### src/rtl/dmem_arbiter.sv
// Data-memory port arbiter: round-robin between the MEM-stage access (m0) and an
// auxiliary master (m1), sequencing each access over a req/ack bus with a timeout abort.
module dmem_arbiter #(
    parameter int ADDR_W  = 32,
    parameter int DATA_W  = 32,
    parameter int TIMEOUT = 255
) (
    input  logic              cpu_clk_50M,
    input  logic              cpu_rst_n,
    input  logic              m0_dce,
    input  logic [ADDR_W-1:0] m0_daddr,
    input  logic [3:0]        m0_we,
    input  logic [3:0]        m0_dre,
    input  logic [DATA_W-1:0] m0_din,
    output logic [DATA_W-1:0] m0_dout,
    output logic              m0_stall,
    input  logic              m1_req,
    input  logic [ADDR_W-1:0] m1_addr,
    input  logic [3:0]        m1_we,
    input  logic [3:0]        m1_re,
    input  logic [DATA_W-1:0] m1_wdata,
    output logic [DATA_W-1:0] m1_rdata,
    output logic              m1_done,
    output logic              bus_req,
    output logic [ADDR_W-1:0] bus_addr,
    output logic [3:0]        bus_we,
    output logic [3:0]        bus_re,
    output logic [DATA_W-1:0] bus_wdata,
    input  logic              bus_ack,
    input  logic [DATA_W-1:0] bus_rdata,
    output logic              bus_err
);

    typedef enum logic [2:0] {
        IDLE  = 3'd0,
        BUS0  = 3'd1,
        BUS1  = 3'd2,
        RESP0 = 3'd3,
        RESP1 = 3'd4
    } state_t;

    // Abort fires on the cycle the counter would reach TIMEOUT.
    localparam logic [7:0] TO_LAST = 8'(TIMEOUT - 1);

    state_t            r_state;
    logic              r_rr_last;
    logic [7:0]        r_cnt;
    logic              r_bus_req;
    logic [ADDR_W-1:0] r_addr;
    logic [3:0]        r_we;
    logic [3:0]        r_re;
    logic [DATA_W-1:0] r_wdata;
    logic [DATA_W-1:0] r_m0_dout;
    logic [DATA_W-1:0] r_m1_rdata;
    logic              r_m1_done;
    logic              r_bus_err;

    logic              w_grant_m1;
    logic              w_timeout;

    // r_rr_last=1 means m1 was granted last, so m0 wins the next contention.
    assign w_grant_m1 = m1_req & (~m0_dce | ~r_rr_last);
    assign w_timeout  = (r_cnt == TO_LAST);

    // Arbitration / bus sequencing FSM with registered bus and response outputs.
    always_ff @(posedge cpu_clk_50M or negedge cpu_rst_n) begin
        if (!cpu_rst_n) begin
            r_state    <= IDLE;
            r_rr_last  <= 1'b1;
            r_cnt      <= 8'd0;
            r_bus_req  <= 1'b0;
            r_addr     <= '0;
            r_we       <= 4'd0;
            r_re       <= 4'd0;
            r_wdata    <= '0;
            r_m0_dout  <= '0;
            r_m1_rdata <= '0;
            r_m1_done  <= 1'b0;
            r_bus_err  <= 1'b0;
        end else begin
            r_m1_done <= 1'b0;
            r_bus_err <= 1'b0;
            case (r_state)
                IDLE: begin
                    if (m0_dce || m1_req) begin
                        r_bus_req <= 1'b1;
                        r_cnt     <= 8'd0;
                        if (m0_dce && m1_req) begin
                            r_rr_last <= w_grant_m1;
                        end else begin
                            r_rr_last <= r_rr_last;
                        end
                        if (w_grant_m1) begin
                            r_addr  <= m1_addr;
                            r_we    <= m1_we;
                            r_re    <= m1_re;
                            r_wdata <= m1_wdata;
                            r_state <= BUS1;
                        end else begin
                            r_addr  <= m0_daddr;
                            r_we    <= m0_we;
                            r_re    <= m0_dre;
                            r_wdata <= m0_din;
                            r_state <= BUS0;
                        end
                    end else begin
                        r_state <= IDLE;
                    end
                end
                BUS0, BUS1: begin
                    if (bus_ack || w_timeout) begin
                        r_bus_req <= 1'b0;
                        r_cnt     <= 8'd0;
                        r_bus_err <= ~bus_ack;
                        if (r_state == BUS0) begin
                            r_m0_dout <= bus_ack ? bus_rdata : '0;
                            r_state   <= RESP0;
                        end else begin
                            r_m1_rdata <= bus_ack ? bus_rdata : '0;
                            r_m1_done  <= 1'b1;
                            r_state    <= RESP1;
                        end
                    end else if (r_cnt != 8'hFF) begin
                        r_cnt <= r_cnt + 8'd1;
                    end else begin
                        r_cnt <= r_cnt;
                    end
                end
                RESP0:   r_state <= IDLE;
                RESP1:   r_state <= IDLE;
                default: r_state <= IDLE;
            endcase
        end
    end

    assign m0_stall  = m0_dce & (r_state != RESP0);
    assign m0_dout   = r_m0_dout;
    assign m1_rdata  = r_m1_rdata;
    assign m1_done   = r_m1_done;
    assign bus_req   = r_bus_req;
    assign bus_addr  = r_addr;
    assign bus_we    = r_we;
    assign bus_re    = r_re;
    assign bus_wdata = r_wdata;
    assign bus_err   = r_bus_err;

endmodule

### config.mk
export PLATFORM = sky130hd
export DESIGN_NAME = dmem_arbiter
export DESIGN_NICKNAME = d
export VERILOG_FILES = /design/src/rtl/dmem_arbiter.sv
export SDC_FILE = /design/constraint.sdc
export NUM_CORES = 1
export LEC_CHECK = 0
export CORE_ASPECT_RATIO = 0.5
export CORE_MARGIN = 3
export CORE_UTILIZATION = 41
export DETAILED_ROUTE_END_ITERATION = 6
export MAX_ROUTING_LAYER = met4
export PLACE_DENSITY = 0.81
export SLEW_MARGIN = 20
export SYNTH_ARGS = -nofsm -noshare
export SYNTH_HDL_FRONTEND = slang
export SYNTH_SLANG_ARGS = --single-unit
### constraint.sdc
create_clock -name cpu_clk_50M -period 2.2 [get_ports cpu_clk_50M]
set_clock_uncertainty 0.1 [all_clocks]
set_input_delay 0.55 -clock cpu_clk_50M [delete_from_list [all_inputs] [get_ports cpu_clk_50M]]
set_output_delay 0.55 -clock cpu_clk_50M [all_outputs]
set_load 0.005 [all_outputs]
# Word level (Yosys, flattened, before mapping)
# Cells that the tools add are included.
# Widths: inputs -> output; s select.
[classes] addsub=1 bitwise_logic=7 reduce_logical=12 n_eq_ne=8 muxes=22
[ops] operator="$mux 32" count=3
[ops] operator="$mux 8" count=3
[ops] operator="$pmux 8 s2" count=1
[ops] operator="$reduce_and 3->1" count=5
[ops] operator="$mux 3" count=3
[ops] operator="$add 8x1->8 const B" count=1
[ops] operator="$eq 8x8->1 const B" count=1
[ops] operator="$mux 4" count=2
[ops] operator="$ne 8x8->1 const B" count=1
[ops] operator="$mux 1" count=7
[ops] operator="$pmux 3 s2" count=1
[ops] operator="$ne 2x2->1 const B" count=2
[ops] operator="$not 1->1" count=4
[ops] operator="$eq 3x1->1 const B" count=1
[ops] operator="$eq 3x2->1 const B" count=1
[ops] operator="$logic_not 3->1" count=1
[ops] operator="$ne 3x2->1 const B" count=1
[ops] operator="$ne 3x3->1 const B" count=1
[ops] operator="$and 1x1->1" count=2
[ops] operator="$logic_or 1x1->1" count=2
[ops] operator="$mux 2" count=1
[ops] operator="$pmux 1 s2" count=1
[ops] operator="$reduce_and 2->1" count=1
[ops] operator="$reduce_bool 2->1" count=1
[ops] operator="other kinds (3)" count=3
[totals] output_inout_bits=140 ff_bits=151 in_bits=181 word_cells=62

# Logic depth before layout (Yosys ltp)
[logic_depth] word_depth=6 ltp_mapped=7 depth_no_buf=6

# Worst setup path after synthesis
# No wires, ideal clock.
[synth_timing] kind="reg2reg" start="register r_cnt[0]" end="register r_cnt[2]" setup_time_ns=0.137 arrival_ns=1.642 path_stages_with_launch=8 required_ns=1.963 setup_slack_ns=0.321 path_buffers=1 synth_period_minus_slack_ns=1.879 path_cell_list="dfrtp_1 -> inv_1 -> ha_1 -> or3b_1 -> nor4_2 -> buf_6 -> or4_4 -> a22oi_2"
[synth_via] elab_chain_len=4 word_cells_on_any_way=9 classes_between="add/sub: 1; eq/ne: 3; mux: 3; reduce/logical: 2"
[synth_rtl] item="start, declared" line_no="47" text="logic [7:0] r_cnt;"
[synth_rtl] item="start signal, assigned" line_no="124" text="r_cnt <= r_cnt + 8'd1;"
[synth_rtl] item="start signal, assigned" line_no="126" text="r_cnt <= r_cnt;"
[synth_rtl] item="$add 8x1->8 or $eq 8x8->1 (tied branches)" line_no="124, 63"
[synth_rtl] item="$mux 8 or $logic_or 1x1->1 (tied branches)" line_no="123, 111"
[synth_rtl] item="$mux 8 or $ne 3x3->1 (tied branches)"
[synth_rtl] item="$pmux 8 s2 or $reduce_and 3->1 (tied branches)"
# Parallel ways exist; a longest one is shown, timed or not. The select of a mux whose other input is x is not followed.
# A chain may end at the register's enable or synchronous reset.

# Final worst setup path
[layout_timing] start="input port m0_dce" end="output port m0_stall"
[layout_via] elab_chain_len=1
[layout_rtl] item="start, declared" line_no="10" text="input logic m0_dce,"
[layout_rtl] item="$and 1x1->1" line_no="136" text="assign m0_stall = m0_dce & (r_state != RESP0);"
[layout_rtl] item="end, declared" line_no="16" text="output logic m0_stall,"
# No other way between the ends.

==> key figures <==
Run status
  • Outcome: completed

Detailed routing
  • Total wire length: a little under 20 mm
  • Initial DRC count: about 280
  • Via count: 5634
  • Vias/cell: 5.246
  • 1st-pass router iterations: 4
  • WL per Instance: roughly 18 um
  • DR DRC count: 0
  • Detail Route Antenna Nets: 0

Logic synthesis
  • Synth area leaders: dfrtp_1 (58%), mux2i_1 (11%), a32o_1 (9.8%), o21ai_0 (5.7%), nand2_1 (4.5%)
  • Async S/R FF share, synth: 100.0%
  • Post-synthesis sequential area ratio: between 50 and 60%
  • Synthesized Nets: 731
  • Avg Inst Size Synth: 11.89 sq um
  • Count of state elements after synthesis: roughly 150
  • Netlist Area Pre-Place: 6518 sq um
  • Post-synth top area cell: dfrtp_1
  • Post-Syn Instances: about 550
  • Number of synthesized flops with an enable pin: 0
  • Top cells by count, synth: dfrtp_1 (150), nand2_1 (79), o21ai_0 (74), mux2i_1 (72), a32o_1 (64)
  • Yosys top cell area share: a little under three fifths
  • Warnings from Yosys: 0
  • Synth cell types: 44
  • Most frequently used cell type in the post-synthesis netlist: dfrtp_1
  • Most used DFF post-synth: dfrtp_1

Setup path
  • CP Launch Type: input port
  • WS Path Type: in -> out
  • Crit path arrival time: around 1.5 ns
  • R2R Path Start: r_cnt[0]
  • CP required: ~1.6 ns
  • Max incr delay on CP: around 0.48 ns
  • Crit end category: output port
  • Worst-path cell chain: clkdlybuf4s50_1, a21boi_0, dlygate4sd2_1
  • Launch point of the worst path: m0_dce
  • Crit-path max FO: 2
  • Critical-path top delay cell: clkdlybuf4s50_1

CTS
  • H-tree depth: 4
  • # Post-CTS Setup Buffers: 0
  • CTS sink count: between 150 and 200
  • TritonCTS clock tree: yes
  • CTS max path bufs: 2
  • Cts bufs inserted: 17
  • Clock Pin Slew Worst Setup and Hold Paths: around 0.060 ns
  • CTS root buf: clkbuf_16
  • Worst skew pair latency: 0.41 ns

Hold path
  • Worst hold path type: reg -> reg
  • HP Start: bus_addr[31]

GRT
  • GRT Resource Usage Total: roughly 22%
  • Largest net degree at the start of global routing: between 80 and 90
  • Number of antenna violations at the first check in global routing: 0
  • First-pass GRT wire length: ~30 mm
  • Vias in the first global route: about 5800
  • Grt ovf: 0

Floorplanning
  • Num rows: 31
  • DIE WIDTH: 184.3 um
  • Die height: ~95 um
  • Full die area: 17540 sq um
  • Initial core utilization: between 40% and 50%
  • Core area: 15010 sq um
  • Top-Level Pins: roughly 320

Place
  • Port bufs: between 300 and 400
  • Routability cong.: ~0.84
  • Inst Count DP: around 1000
  • Post-DP HPWL: 14.70 mm

Final layout
  • Final core utilization: about 70%
  • Nets@finish: roughly 1000
  • Finished Layout Cells: roughly 1100
  • Layout cells sized above 1: 7.991%
  • Syn-to-layout area delta: 63.35%
  • Ant diodes: 0

Job
  • Maxcap violations: 0

STA
  • Period utilization: a little over nine tenths
  • Relative slew slack: 54.58%
  • FMAX: 460.6 MHz
  • Crit path time final: about 2.2 ns
  • RSZ-0062 raised after global routing: false
  • Setup TNS: 0 ns
  • Final-report hold violation count: 0
  • Worst slew pin tran: between 0.6 and 0.7 ns
  • Setup-failing EPs final: 0
  • Final Max Slew Viols: 0

Pwr
  • Pwr dens: 1278 nW/um^2
  • Peak supply drop: roughly 0.76 mV
  • Static Leakage: between 4 and 5 nW
  • Power, Total: roughly 14 mW
power by group:
| part | switching (mW) | internal, mW |
|---|---|---|
| Combinational | 2.43 | 3.49 |
| Sequential | 0.712 | 4.04 |
| Clock | 1.31 | 1.63 |
| Total | 4.45 | 9.16 |
routing by layer:
| layer | track usage (%) | routed length, um | vias up | share of wire, % |
|---|---|---|---|---|
| li1 | - | - | 2681 | - |
| met1 | 25.83 | 7821 | 2725 | 40 |
| met2 | 39.95 | 10400 | 205 | 53 |
| met3 | 5.373 | 1192 | 23 | 6.0 |
| met4 | 6.160 | 356 | 0 | 1.8 |
| met5 | - | 0 | - | 0 |
worst max-delay path: cells and delay by family:
kind	cells	cell delay, ns
buffers and inverters	2	0.79
AOI/OAI and AO/OA	1	0.19
repair_timing:
item	CTS	global route
gates resized for setup	1	2
hold buffers	1	0
endpoints found under the hold margin	42	0
setup endpoints to repair	1	1
cells in the final DEF, fill, tap and decap left out, drive strengths merged, types with 3 or more instances in the layout:
master         instances
a21oi                  3
a22oi                  6
a32o                  64
buf                   24
clkbuf                17
clkdlybuf4s50        317
clkinvlp               3
dfrtp                150
inv                   13
mux2i                 72
nand2                 79
nand3                  3
nor4                   3
o21ai                 77
o31ai                  6
or4                    7
path summary, 6_finish.rpt:
path	endpoint	slack (ns)	depth (start not counted)
max in group asynchronous	r_rr_last	0.84	3
min reg2reg	bus_addr[31]	0.38	2
min in group asynchronous	m0_dout[18]	0.55	2
max reg2reg	r_cnt[4]	0.26	7
min	bus_addr[31]	0.38	2
max	m0_stall	0.03	3
area by class of cell:
type | count | area, sq um
Clock buffer | 17 | 425.4
Clock inverter | 15 | 176.4
Fill cell | 1087 | 4364
Inverter | 4 | 15.01
Multi-Input combinational cell | 346 | 2514
Sequential cell | 151 | 3782
Tap cell | 198 | 247.7
Timing Repair Buffer | 343 | 3486
cells by family after synthesis:
logic type | after synthesis | synth area share (%)
DFF | 151 | 58.00
muxes | 72 | 11.06
and+or+nand+nor | 104 | 7.448
AOI/OAI and AO/OA | 166 | 18.99
adders and majority gates | 2 | 0.3839
buffers and inverters | 51 | 3.859
xor gates and xnor gates | 2 | 0.2688
stage by stage:
step	area, sq um	worst slack [ns]	hold slack, ns
detailed placement	10030	-0.2533	0.3689
global route	10650	0.007579	0.3986
global placement	10030	-0.2567	0.3608
finish	10650	0.02901	0.3769
CTS	10640	0.02513	0.3831
floorplan	6518	0.3206	0.1544
flip-flops by register name, indices dropped and copies added (netlist names):
| name | cells |
|---|---|
| bus_addr | 32 |
| bus_wdata | 32 |
| m0_dout | 32 |
| m1_rdata | 32 |
| r_cnt | 8 |
| bus_re | 4 |
| bus_we | 4 |
| r_state | 3 |
| bus_err | 1 |
| bus_req | 1 |
| m1_done | 1 |
| r_rr_last | 1 |
Power figures use the tool's default switching activity.
==> RTL edit: new RTL, config.mk and constraints unchanged <==
Change the parameter `DATA_W` from 32 to 48.
--- a/src/rtl/dmem_arbiter.sv
+++ b/src/rtl/dmem_arbiter.sv
@@ -4,3 +4,3 @@
     parameter int ADDR_W  = 32,
-    parameter int DATA_W  = 32,
+    parameter int DATA_W  = 48,
     parameter int TIMEOUT = 255
Ports: changed (6 resized); port bits go from 321 to 417. The function was not compared with the original's and may differ.
==> RTL edit against the original RTL <==
  * Synthesized area is 28% higher
  * Setup slack better by 0.040 ns
  * Total power rose by 30%
  * Cell area increased by 29%
  * Register-to-register slack worse by 0.10 ns
  * Routed wire length increased by 37%
  * Sequential cell count up 48
  * Combinational power is 36% higher
  * Hold slack is essentially flat
==> RTL edit: results <==
[routing]
avgRoutedWirePerCell_um = 19.54
dr.pass1.iters = 5
viasPerCell = 5.325
first_iter_violations = 459

[logic_synthesis]
yosys-top-cells-count = "dfrtp_1 (198), a32o_1 (96), o21ai_0 (91)"
synth_cell_types = 34
synth_warnings = 0
synth_area_leaders = "dfrtp_1 (59%), a32o_1 (11%), mux2i_1 (11%)"
syn_nets = 922
async_reset_ff_share_pct = 100.0
seq_area_frac_synth_pct = 59.59

[finish]
drive_gt1_share_pct = 8.482
antenna_cells = 0
layout.nets = 1338

[global_routing]
first_global_vias = 7837
grt_max_degree = 75
grt_overflow = 0
track_usage_pct = 24.64
antenna_found_initial = 0
grt_pass1_wl_mm = 41.99

[outcome]
status = "finished, final reports clean"

[critical_path]
r2r_end = "r_cnt[0]"
rrSetupSlack_ns = 0.16
r2r_cells = 6
crit_fanout = 2
worst_ep_arrival_time_ns = 1.48
r2r_start = "r_cnt[0]"

[power]
p_leak_nw = 5.829
peakVddDrop_mv = 0.6490

[placed_design]
place_congestion = 0.8292
place_ws_ns = -0.3030
place.port_buffers = 416
hpwl_mm = 20.24

[clock_network]
clockBufferDepth = 2
cts_made_buffers = 17
cts_root_buffer = "clkbuf_16"
clk_pin_slew_ns = 0.06
h-tree-depth = 4
clock_latency_ns = 0.44

[worst_hold_path]
hold_path_startpoint = "bus_addr[26]"
holdPathStages = 2
whs_endpoint = "bus_addr[26]"
min_path_type = "reg2reg"

[timing]
setup-violations-final = 0
relSlewSlack_pct = 49.70
-- RTL edit: where the power goes --
part / switching [mW] / internal [mW] / total (mW)
sequential: 0.960 / 5.33 / 6.29
clock: 1.43 / 1.87 / 3.30
combinational: 3.26 / 4.80 / 8.06
total: 5.65 / 12.0 / 17.7
-- RTL edit: cells by family (layout without fill, tap and decap cells) --
group / after synthesis / after routing / synth area share, %
AND/OR/NAND/NOR: 117 / 117 / 6.421
adder cells (fa/ha/maj): 2 / 2 / 0.2993
flip-flops: 199 / 199 / 59.59
multiplexers: 88 / 88 / 10.54
AO/OA/AOI/OAI: 212 / 212 / 19.11
XOR/XNOR: 2 / 2 / 0.2096
buffers and inverters: 71 / 500 / 3.832
-- RTL edit: layer usage --
layer  share of wire (%)  global-route usage, %
met1                  38                  28.14
met2                  53                  42.86
met3                 5.6                  5.437
met4                 3.4                  10.04
met5                   0                      -
-- RTL edit: worst max-delay path by stage --
stage                  start       end  slack (ns)  cells past startpoint
floorplan           r_cnt[0]  r_cnt[6]        0.33                      6
global placement      m0_dce  m0_stall       -0.18                      3
detailed placement    m0_dce  m0_stall       -0.30                      3
CTS                   m0_dce  m0_stall        0.04                      3
global route          m0_dce  m0_stall        0.01                      3
finish                m0_dce  m0_stall        0.07                      3
-- RTL edit: repair_timing --
item                                   in CTS  in global routing
setup endpoints to repair                   1                 42
pin swaps                                   0                  1
setup buffers                               0                  1
resized for setup                           3                  2
endpoints found under the hold margin      40                  0
hold buffers                                1                  0
-- RTL edit: final cells by class --
cell class | instances | area (um^2)
Clock inverter | 12 | 168.9
Fill cell | 1451 | 5982
Sequential cell | 199 | 4984
Clock buffer | 20 | 456.7
Inverter | 5 | 18.77
Tap cell | 266 | 332.8
Multi-Input combinational cell | 421 | 3119
Timing Repair Buffer | 463 | 4667
-- RTL edit: critical path, cell delays in order --
cell and delay, ns:
clkdlybuf4s50_1 0.47, a21boi_2 0.19, dlygate4sd2_1 0.27
-- RTL edit: metrics by stage --
stage	instances	hold slack (ns)	total power [mW]	area, um^2
after floorplan	691	0.1544	9.231	8359
after global placement	1352	0.3617	14.17	13100
after detailed placement	1352	0.3700	14.50	13100
after CTS	1385	0.3841	17.84	13730
after global routing	1386	0.3995	18.72	13750
final	1386	0.3774	17.66	13750
